===== src/rtl/dds_sweep_ctrl.sv =====
// Frequency-sweep sequencer: steps the DDS frequency-control word from a start
// word to a stop word, holding each word for a programmable dwell time.
module dds_sweep_ctrl #(
    parameter int FW = 11,
    parameter int DW = 16
) (
    input  logic          clk,
    input  logic          rst,
    input  logic          cfg_valid,
    output logic          cfg_ready,
    input  logic [FW-1:0] cfg_start,
    input  logic [FW-1:0] cfg_stop,
    input  logic [FW-1:0] cfg_step,
    input  logic [DW-1:0] cfg_dwell,
    input  logic          cfg_cont,
    input  logic          go,
    input  logic          abort,
    output logic [FW-1:0] freq_ctrl,
    output logic          step_stb,
    output logic          busy,
    output logic          wrap,
    output logic          sweep_done
);

    typedef enum logic [1:0] {IDLE, ARMED, SWEEP, DONE} state_t;

    state_t        state_reg, state_next;
    logic [FW-1:0] start_reg, start_next;
    logic [FW-1:0] stop_reg, stop_next;
    logic [FW-1:0] step_reg, step_next;
    logic [DW-1:0] dwell_reg, dwell_next;
    logic          cont_reg, cont_next;
    logic [DW-1:0] cnt_reg, cnt_next;
    logic [FW-1:0] freq_reg, freq_next;
    logic          stb_reg, stb_next;
    logic          wrap_reg, wrap_next;

    // One extra bit so a step past the top of the word range is seen as > stop
    // instead of wrapping to a low frequency.
    logic [FW:0]   sum;

    always_ff @(posedge clk) begin
        if (!rst) begin
            state_reg <= IDLE;
            start_reg <= '0;
            stop_reg  <= '0;
            step_reg  <= '0;
            dwell_reg <= '0;
            cont_reg  <= 1'b0;
            cnt_reg   <= '0;
            freq_reg  <= '0;
            stb_reg   <= 1'b0;
            wrap_reg  <= 1'b0;
        end else begin
            state_reg <= state_next;
            start_reg <= start_next;
            stop_reg  <= stop_next;
            step_reg  <= step_next;
            dwell_reg <= dwell_next;
            cont_reg  <= cont_next;
            cnt_reg   <= cnt_next;
            freq_reg  <= freq_next;
            stb_reg   <= stb_next;
            wrap_reg  <= wrap_next;
        end
    end

    always_comb begin
        state_next = state_reg;
        start_next = start_reg;
        stop_next  = stop_reg;
        step_next  = step_reg;
        dwell_next = dwell_reg;
        cont_next  = cont_reg;
        cnt_next   = cnt_reg;
        freq_next  = freq_reg;
        stb_next   = 1'b0;
        wrap_next  = 1'b0;
        sum        = {1'b0, freq_reg} + {1'b0, step_reg};

        // Config is only accepted while cfg_ready is high (IDLE/ARMED).
        if (cfg_valid && (state_reg == IDLE || state_reg == ARMED)) begin
            start_next = cfg_start;
            stop_next  = cfg_stop;
            step_next  = cfg_step;
            dwell_next = cfg_dwell;
            cont_next  = cfg_cont;
        end

        case (state_reg)
            IDLE: begin
                if (cfg_valid)
                    state_next = ARMED;
            end
            ARMED: begin
                if (abort) begin
                    state_next = IDLE;
                end else if (go) begin
                    // A config offered with go takes effect for this sweep.
                    state_next = SWEEP;
                    freq_next  = cfg_valid ? cfg_start : start_reg;
                    cnt_next   = '0;
                    stb_next   = 1'b1;
                end
            end
            SWEEP: begin
                if (abort) begin
                    state_next = IDLE;
                    freq_next  = '0;
                    cnt_next   = '0;
                end else if (cnt_reg == dwell_reg) begin
                    cnt_next = '0;
                    if (step_reg != '0 && sum <= {1'b0, stop_reg}) begin
                        freq_next = sum[FW-1:0];
                        stb_next  = 1'b1;
                    end else if (cont_reg) begin
                        freq_next = start_reg;
                        stb_next  = 1'b1;
                        wrap_next = 1'b1;
                    end else begin
                        state_next = DONE;
                    end
                end else begin
                    cnt_next = cnt_reg + DW'(1);
                end
            end
            DONE: begin
                state_next = IDLE;
            end
            default: begin
                state_next = IDLE;
            end
        endcase
    end

    assign freq_ctrl  = freq_reg;
    assign step_stb   = stb_reg;
    assign wrap       = wrap_reg;
    assign busy       = (state_reg == SWEEP);
    assign sweep_done = (state_reg == DONE);
    assign cfg_ready  = (state_reg == IDLE) || (state_reg == ARMED);

endmodule


===== config.mk =====
export PLATFORM = sky130hd
export DESIGN_NAME = dds_sweep_ctrl
export DESIGN_NICKNAME = d
export VERILOG_FILES = /design/src/rtl/dds_sweep_ctrl.sv
export SDC_FILE = /design/constraint.sdc
export NUM_CORES = 1
export LEC_CHECK = 0
export CORE_ASPECT_RATIO = 0.75
export CORE_UTILIZATION = 37
export DETAILED_ROUTE_END_ITERATION = 7
export PLACE_DENSITY = 0.68
export SKIP_LAST_GASP = 1
export SLEW_MARGIN = 10
export SYNTH_ARGS = -nofsm -noshare
export SYNTH_HDL_FRONTEND = slang
export SYNTH_SLANG_ARGS = --single-unit

===== constraint.sdc =====
create_clock -name clk -period 7.1 [get_ports clk]
set_input_delay 1.42 -clock clk [delete_from_list [all_inputs] [get_ports clk]]
set_output_delay 1.42 -clock clk [all_outputs]
set_load 0.005 [all_outputs]

; After elaboration in Yosys (flattened, before gate mapping)
; Index checks and enable logic that the tools add are counted.
[op_classes]
n_reduce_logical = 10
bitwise_logic = 3
shift = 0
eq_ne = 12
n_lt_le_gt_ge = 1
n_mux = 28
div_mod_pow = 0
addsub = 2
multipliers = 0
[op_table]
columns = cell, n
row1 = two-way mux 11 bit, 7
row2 = two-way mux 16 bit, 4
row3 = one-hot mux 16 bit (2 select lines), 1
row4 = one-hot mux 11 bit (2 select lines), 1
row5 = "adder 16 x 1 -> 16 bit, second input constant", 1
row6 = equality test 16 bit, 1
row7 = two-way mux 2 bit, 7
row8 = adder 11 x 11 -> 12 bit, 1
row9 = less-or-equal comparator 12 x 11 -> 1 bit, 1
row10 = nonzero test 11 bit, 1
row11 = AND reduction 5 bit, 2
row12 = "inequality test 3 bit, second input constant", 3
row13 = one-hot mux 2 bit (4 select lines), 1
row14 = two-way mux 1 bit, 6
row15 = "inequality test 2 bit, second input constant", 3
row16 = OR reduction 5 bit, 1
row17 = "equality test 2 bit, second input constant", 2
row18 = "inequality test 4 x 2 -> 1 bit, second input constant", 1
row19 = "inequality test 3 x 2 -> 1 bit, second input constant", 1
row20 = NOT 1 bit, 3
row21 = AND reduction 3 bit, 1
row22 = "equality test 2 x 1 -> 1 bit, second input constant", 1
row23 = logical AND 1 bit, 2
row24 = zero test 2 bit, 1
row25 = other kinds (3), 3
[totals]
mem_bits_ro = 0
elab_cells = 66
register_bits = 81
ram_bits = 0
latch_bits = 0
mem_count = 0
out_inout_bits = 16

; Depth between registers and ports, before layout
; Gate-level depths: netlist (run 1).
[depth]
depth_word = 7
ltp_mapped = 17
depth_no_buf = 16

; Worst setup path before layout (run 1)
; No wires, ideal clock.
[synth_timing]
kind = reg2reg
startpoint = register freq_reg[0] (netlist: freq_ctrl[0])
endpoint = register freq_reg[9] (netlist: freq_ctrl[9])
required_time_ns = 6.981
setup_time_ns = 0.119
arrival_ns = 3.480
synth_period_minus_slack_ns = 3.599
path_slack_ns = 3.501
n_path_buf = 1
stages_incl_launch_ff = 17
path_cell_list = dfxtp_1 > ha_1 > inv_1 > fa_1 > nor2b_1 > o2111a_1 > o2111a_1 > o31a_1 > or3_1 > and2_1 > ha_1 > a2111oi_4 > a221o_1 > buf_4 > nand3_1 > a32o_1 > o221a_1
[synth_via]
elab_chain_cells = 7
elab_cells_between_ends = 9
[synth_rtl]
columns = element, line
row1 = "start, declared", 34  ; logic [FW-1:0] freq_reg, freq_next;
row2 = "start signal, assigned", 62  ; freq_reg <= freq_next;
row3 = adder 11 x 11 -> 12 bit (*), 79  ; sum = {1'b0, freq_reg} + {1'b0, step_reg};
row4 = less-or-equal comparator 12 x 11 -> 1 bit, 113  ; if (step_reg != '0 && sum <= {1'b0, stop_reg}) begin
row5 = logical AND 1 bit, 113
row6 = two-way mux 11 bit, 113
row7 = two-way mux 11 bit, 111  ; end else if (cnt_reg == dwell_reg) begin
row8 = two-way mux 11 bit, 107  ; if (abort) begin
row9 = one-hot mux 11 bit (2 select lines), 90  ; case (state_reg)
; Mark *: on every way between the ends. The rest lies on a longest branch, timed or not. The select of a mux whose other input is x is not followed.
; A chain may end at the register's enable or synchronous reset.

; Final worst setup path (run 1)
[layout_timing]
startpoint = register freq_reg[0] (netlist: freq_ctrl[0])
endpoint = register freq_reg[6] (netlist: freq_ctrl[6])
; The elaborated chain is that of the path after synthesis.

==> out/results.tsv, run 1 <==
stage	metric	value	unit
timing	hold_violations	0	
final_layout	syn_to_final_growth	24.7	%
yosys	ys_warn_count	0	
grt	globalRouteOverflowTotal	0	
timing	tightest_slew	971	ps
critical_path	cp.required	7290	ps
clock_tree	clk_latency	350	ps
timing	final_min_period_over_clock_period	0.678	
detailed_routing	ant_nets	0	
power	p_leak	2.13	nW
yosys	yosysTopAreaCellShare	0.354	
outcome	status	complete, no violations	
clock_tree	cts_tree	done	
critical_path	critPathTopFamily	compound AO/OA/AOI/OAI gates	
grt	antenna_found_initial	0	
timing	grt_setup_unrepaired	false	
yosys	ys.flop_type	dfxtp_1	
grt	grt_pass1_vias	4087	
final_layout	design_area	0.00571	mm^2
yosys	netlist_top_cells_area	dfxtp_1, nand2_1, a21oi_1	
floorplan	die-area	0.0128	mm^2
floorplan	start_util	0.387	
run	maxCapViolations	0	
clock_tree	cts.sinks	81	
critical_path	worstPathBufferInverterCount	1	
critical_path	cp-end-kind	flop	
timing	min_period	4820	ps
grt	grtUsageTotal	0.213	
yosys	synth_edf_count	0	
critical_path	cp-start-kind	flop	
timing	setup-violations-final	0	
clock_tree	numCtsBuffers	9	
timing	clock_skew	12.0	ps
timing	slew_headroom	0.352	
yosys	yosysMostFrequentCell	nand2_1	
detailed_routing	drt_wl_total	12.9	mm
yosys	netlist_area	0.00458	mm^2
power	power.density	339	mW/mm^2
timing	max_freq	208	MHz
critical_path	cp_common_cell	ha_1	
detailed_routing	wl_met2	5.37	mm
final_layout	antenna_cells	0	
clock_tree	cts_resized	0	
floorplan	io_pins	71	
placed_design	portBuffers	70	
clock_tree	ctsHoldBuffers	0	
critical_path	regToRegSetupSlack	2280	ps
yosys	syn_area_per_cell	8.11	um^2
critical_path	crit_chain	ha_1 -> inv_1 -> fa_1 -> nor2b_1 -> o2111a_1 -> o21ai_0 -> a21boi_0 -> o31a_1 -> ha_1 -> a21oi_2 -> nand2_2 -> a2111oi_4 -> a221oi_4 -> o31ai_2 -> and2_1 -> a311oi_2	
detailed_routing	num_vias	4211	
timing	setup_ws	2280	ps
placed_design	dpl_cell_area	0.00538	mm^2
grt	grt_max_degree	51	
clock_tree	post_cts_buffers	0	
yosys	synth-seq-area-share	0.354	
detailed_routing	wl_per_cell	16.3	um
yosys	synthArstFlopShare	0	
detailed_routing	top_layer	met4	
detailed_routing	via_per_inst	5.34	
clock_tree	clockRootBuffer	clkbuf_16	
placed_design	finalWeightedCongestion	0.874	
detailed_routing	wl_met3	772	um
clock_tree	clk_pin_slew	70	ps
detailed_routing	dr.first_iter.drc_count	363	
clock_tree	clock_path_buffers	2	
final_layout	final_nets	705	
final_layout	drive_gt1_frac	0.0718	
floorplan	num_rows	34	
detailed_routing	first_pass_iters	4	
yosys	ys_types	60	
yosys	synth_commonest_cells	nand2_1, dfxtp_1, a21oi_1	
floorplan	fp.dieW	130	um
timing	finalSetupTns	0	ps
yosys	syn_nets	648	
timing	slew_viol_final	0	
floorplan	die_h	98.3	um
power	max-vdd-ir-drop	0.000154	V
detailed_routing	wl_met1	6.56	mm
yosys	synth_seq_cells	81	
yosys	yosysTopAreaCell	dfxtp_1	
floorplan	coreArea	0.0118	mm^2
clock_tree	cts_max_level	3	
critical_path	critPathMaxFanout	11	
detailed_routing	drc	0	
critical_path	worstPathArrival	5010	ps
placed_design	dp_slack	2410	ps
critical_path	critPathKind	reg -> reg	
placed_design	hpwl	9.48	mm
critical_path	critPathSlowestCell	o31ai_2	
min_path	hp-class	reg -> reg	
critical_path	slowest_delay	770	ps
grt	grt_pass1_wl	21.0	mm
yosys	synthCells	565	
## layer usage
metal,track usage,vias to the layer above
li1,-,2083
met2,0.310,128
met3,0.0427,15
met4,0.0628,0
met1,0.315,1985
met5,0,-
## worst paths after layout
path                              startpoint           end  depth (start not counted)
worst max-delay path            freq_ctrl[0]  freq_ctrl[6]                         16
worst min-delay path            stop_reg[10]  stop_reg[10]                          2
worst max register to register  freq_ctrl[0]  freq_ctrl[6]                         16
worst min register to register  stop_reg[10]  stop_reg[10]                          2
## tightest hold or removal path: cells and delay by family, from the launching register on
family	cells	cell delay (ps)
flip-flops	1	310
AO/OA/AOI/OAI	1	50
AND/OR/NAND/NOR	1	50
## per-stage QoR
| step | std cells | util | power (W) | hold slack, ps |
|---|---|---|---|---|
| after floorplan | 565 | - | 0.00119 | 436 |
| after global placement | 773 | 0.455 | 0.00140 | 449 |
| after detailed placement | 773 | 0.455 | 0.00142 | 451 |
| after CTS | 789 | 0.483 | 0.00194 | 460 |
| after global routing | 789 | 0.483 | 0.00206 | 474 |
| final | 789 | 0.483 | 0.00194 | 456 |
## cells in the final DEF, fill, tap and decap left out, types with 10 or more instances in the layout
cell             synthesis  layout
a21oi_1                 69      69
a31oi_1                 14      14
clkdlybuf4s50_1          0      70
dfxtp_1                 81      81
ha_1                    27      27
inv_1                   25      24
nand2_1                138     138
nand3_1                 10      10
nor2_1                  26      26
xnor2_1                 24      24
xor2_1                  11      11
## power breakdown
group | total [W] | internal (W) | switching (W)
Sequential | 0.000584 | 0.000523 | 0.0000617
Clock | 0.000517 | 0.000312 | 0.000205
Combinational | 0.000834 | 0.000346 | 0.000488
## cell families (layout without fill, tap and decap cells)
kind of cell	count (synthesis)	in the layout	synth area share
compound gates	135	135	0.208
fa+ha+maj	28	28	0.0781
simple gates	219	219	0.212
mux	14	14	0.0325
xor+xnor	35	35	0.0669
buf+inv	53	115	0.0484
flops	81	81	0.354
## final cells by class
cell class,instances,area [um^2]
Timing Repair Buffer,73,723
Multi-Input combinational cell,431,2740
Clock inverter,7,103
Sequential cell,81,1620
Inverter,26,97.6
Tap cell,162,203
Clock buffer,9,225
Fill cell,1167,6120
Note: power is estimated with default switching activity, not from simulation.
==> run 2, diff against run 1 <==
==> constraint.sdc (replaced) <==
create_clock -name clk -period 5 [get_ports clk]
set_input_delay 1 -clock clk [delete_from_list [all_inputs] [get_ports clk]]
set_output_delay 1 -clock clk [all_outputs]
set_load 0.005 [all_outputs]
==> run 2 against run 1 <==
Sequential share of layout area about the same. Critical endpoint is now freq_ctrl[2]. Combinational power is 40% higher. Setup slack worse by 1600 ps. Non-clock buffer count increased by 3. Clock skew shrank 6.3 ps. Worst hold slack gained 4.3 ps. Wire length decreased by 2.2%. Final cell count grew 0.38%.
==> out/results.tsv, run 2 (same netlist as run 1, synthesis figures left out) <==
stage	metric	value	unit	change
outcome	status	complete, no violations		
clock_tree	cts.sinks	81		unchanged
clock_tree	cts_tree	done		
final_layout	mostFrequentLayoutCells	nand2_1, dfxtp_1, clkdlybuf4s50_1, a21oi_1, ha_1		
floorplan	io_pins	71		unchanged
timing	finalSetupTns	0	ps	unchanged
clock_tree	post_cts_buffers	0		unchanged
critical_path	critPathKind	reg -> reg		
floorplan	fp.dieW	130	um	unchanged
grt	grt_max_degree	51		unchanged
timing	clock_skew	5.65	ps	-6.31 ps
timing	min_period	4340	ps	-480 ps
timing	tightest_slew	936	ps	-35.6 ps
floorplan	num_rows	34		unchanged
grt	globalRouteOverflowTotal	0		unchanged
critical_path	cp.required	5200	ps	-2090 ps
placed_design	portBuffers	70		unchanged
critical_path	critPathSlowestCell	and2_1		
floorplan	coreArea	0.0118	mm^2	unchanged
grt	grt_pass1_wl	20.7	mm	-1.1%
final_layout	fillers	1210		+3.7%
critical_path	worstPathArrival	4530	ps	-480 ps
clock_tree	clk_pin_slew	70	ps	about the same
clock_tree	numCtsBuffers	9		unchanged
floorplan	die-area	0.0128	mm^2	unchanged
floorplan	die_h	98.3	um	unchanged
clock_tree	cts_max_level	3		unchanged
critical_path	slowest_delay	480	ps	-290 ps
detailed_routing	via_per_inst	5.24		-1.8%
critical_path	r2r_end	freq_ctrl[2]		
placed_design	hpwl	9.35	mm	-1.3%
timing	slew_viol_final	0		unchanged
run	maxCapViolations	0		unchanged
critical_path	regToRegSetupSlack	660	ps	-1620 ps
timing	final_min_period_over_clock_period	0.867		+0.189
detailed_routing	ant_nets	0		unchanged
final_layout	mostFrequentLayoutCell	nand2_1		
min_path	hp-class	reg -> reg		
clock_tree	clockRootBuffer	clkbuf_16		
grt	grt_pass1_vias	4065		-0.54%
critical_path	crit_chain	ha_1 -> inv_1 -> fa_1 -> nor2b_1 -> o2111a_1 -> o21ai_0 -> a21boi_0 -> o31a_1 -> ha_1 -> a21oi_2 -> nand2_2 -> a2111oi_4 -> a221oi_4 -> o31ai_2 -> buf_4 -> and2_1 -> a311oi_2		
critical_path	cp_common_cell	ha_1		
timing	slew_headroom	0.376		+0.0237
power	p_leak	2.15	nW	+0.54%
clock_tree	cts_resized	0		unchanged
timing	grt_setup_unrepaired	false		
grt	antenna_found_initial	0		unchanged
detailed_routing	drt_wl_total	12.6	mm	-2.2%
detailed_routing	first_pass_iters	5		+1
placed_design	finalWeightedCongestion	0.871		-0.31%
critical_path	cp-start-kind	flop		
min_path	hold_start	stop_reg[9]		
power	max-vdd-ir-drop	0.000225	V	+45%
final_layout	antenna_cells	0		unchanged
min_path	min_path_cells	2		unchanged
power	power.density	474	mW/mm^2	+40%
detailed_routing	wl_per_cell	15.9	um	-2.6%
timing	setup-violations-final	0		unchanged
critical_path	critPathMaxFanout	11		unchanged
final_layout	syn_to_final_growth	24.9	%	
final_layout	fin_util	0.483		+0.000635
detailed_routing	dr.first_iter.drc_count	313		-14%
timing	hold_violations	0		unchanged
clock_tree	ctsHoldBuffers	0		unchanged
min_path	min_to	stop_reg[9]		
grt	grtUsageTotal	0.209		-0.00440
floorplan	start_util	0.387		unchanged
final_layout	final_nets	708		+0.43%
critical_path	ff2ff_path_depth	17		+1
clock_tree	clk_latency	350	ps	about the same
detailed_routing	num_vias	4150		-1.4%
clock_tree	clock_path_buffers	2		unchanged
critical_path	cp-end-kind	flop		
final_layout	drive_gt1_frac	0.0762		+0.00442
detailed_routing	drc	0		unchanged
critical_path	reg2reg_from	freq_ctrl[0]		
timing	max_freq	231	MHz	+11%
[run 2: cell types whose count changed in the layout (fill, tap and decap cells not counted)]
cell,previous run,this run
bufinv_16,2,1
inv_8,0,2
clkinv_4,2,3
buf_4,3,6
inv_6,2,1
clkinvlp_4,1,0
[run 2: report_power, final]
part | total, W | internal, W | switching, W | leakage [nW]
sequential | 0.000835 | 0.000742 | 0.0000929 | 0.663
clock | 0.000703 | 0.000399 | 0.000305 | 0.154
combinational | 0.00117 | 0.000498 | 0.000674 | 1.33
total | 0.00271 | 0.00164 | 0.00107 | 2.15
[run 2: worst max-delay path, delay by kind of cell, from the launching register on]
| kind | cells | cell delay [ps] |
|---|---|---|
| and+or+nand+nor | 3 | 740 |
| DFF | 1 | 370 |
| AOI/OAI and AO/OA | 9 | 1950 |
| buffers and inverters | 2 | 270 |
| adders and majority gates | 3 | 850 |
[run 2: metrics by stage]
| stage | total power [W] | cell area [um^2] | setup WS (ps) | hold slack (ps) | cells |
|---|---|---|---|---|---|
| 2_1_floorplan | 0.00169 | 4580 | 1400 | 436 | 565 |
| 3_3_place_gp | 0.00199 | 5410 | 851 | 449 | 776 |
| 4_1_cts | 0.00273 | 5720 | 706 | 462 | 792 |
| 5_1_grt | 0.00289 | 5720 | 428 | 483 | 792 |
| 3_5_place_dp | 0.00202 | 5410 | 753 | 453 | 776 |
| 6_report | 0.00271 | 5720 | 664 | 460 | 792 |
[run 2: per-layer routing]
metal,routed length (um),vias up,track usage,part of all wire
met5,0,-,0,0
met4,109,0,0.0460,0.0087
met3,716,9,0.0416,0.057
met2,5330,96,0.313,0.42
met1,6420,1949,0.306,0.51
li1,-,2096,-,-
[run 2: how the worst max path moves through the flow]
stage            startpoint      endpoint  slack [ps]  depth (start not counted)
2_1_floorplan  freq_ctrl[0]  freq_ctrl[9]        1400                         16
3_3_place_gp   freq_ctrl[0]  freq_ctrl[0]         850                         17
3_5_place_dp    step_reg[0]  freq_ctrl[2]         750                         17
4_1_cts        freq_ctrl[0]  freq_ctrl[2]         710                         17
5_1_grt        freq_ctrl[0]  freq_ctrl[6]         430                         17
6_report       freq_ctrl[0]  freq_ctrl[2]         660                         17
[run 2: area by class of cell]
cell class	instances	area [um^2]	share of cell area
clock buffers	9	225	0.0394
clock inverters	7	87.6	0.0153
inverters	26	97.6	0.0171
multi-input cells	431	2740	0.479
flip-flops and latches	81	1620	0.284
well taps	162	203	0.0354
repair buffers	76	746	0.130
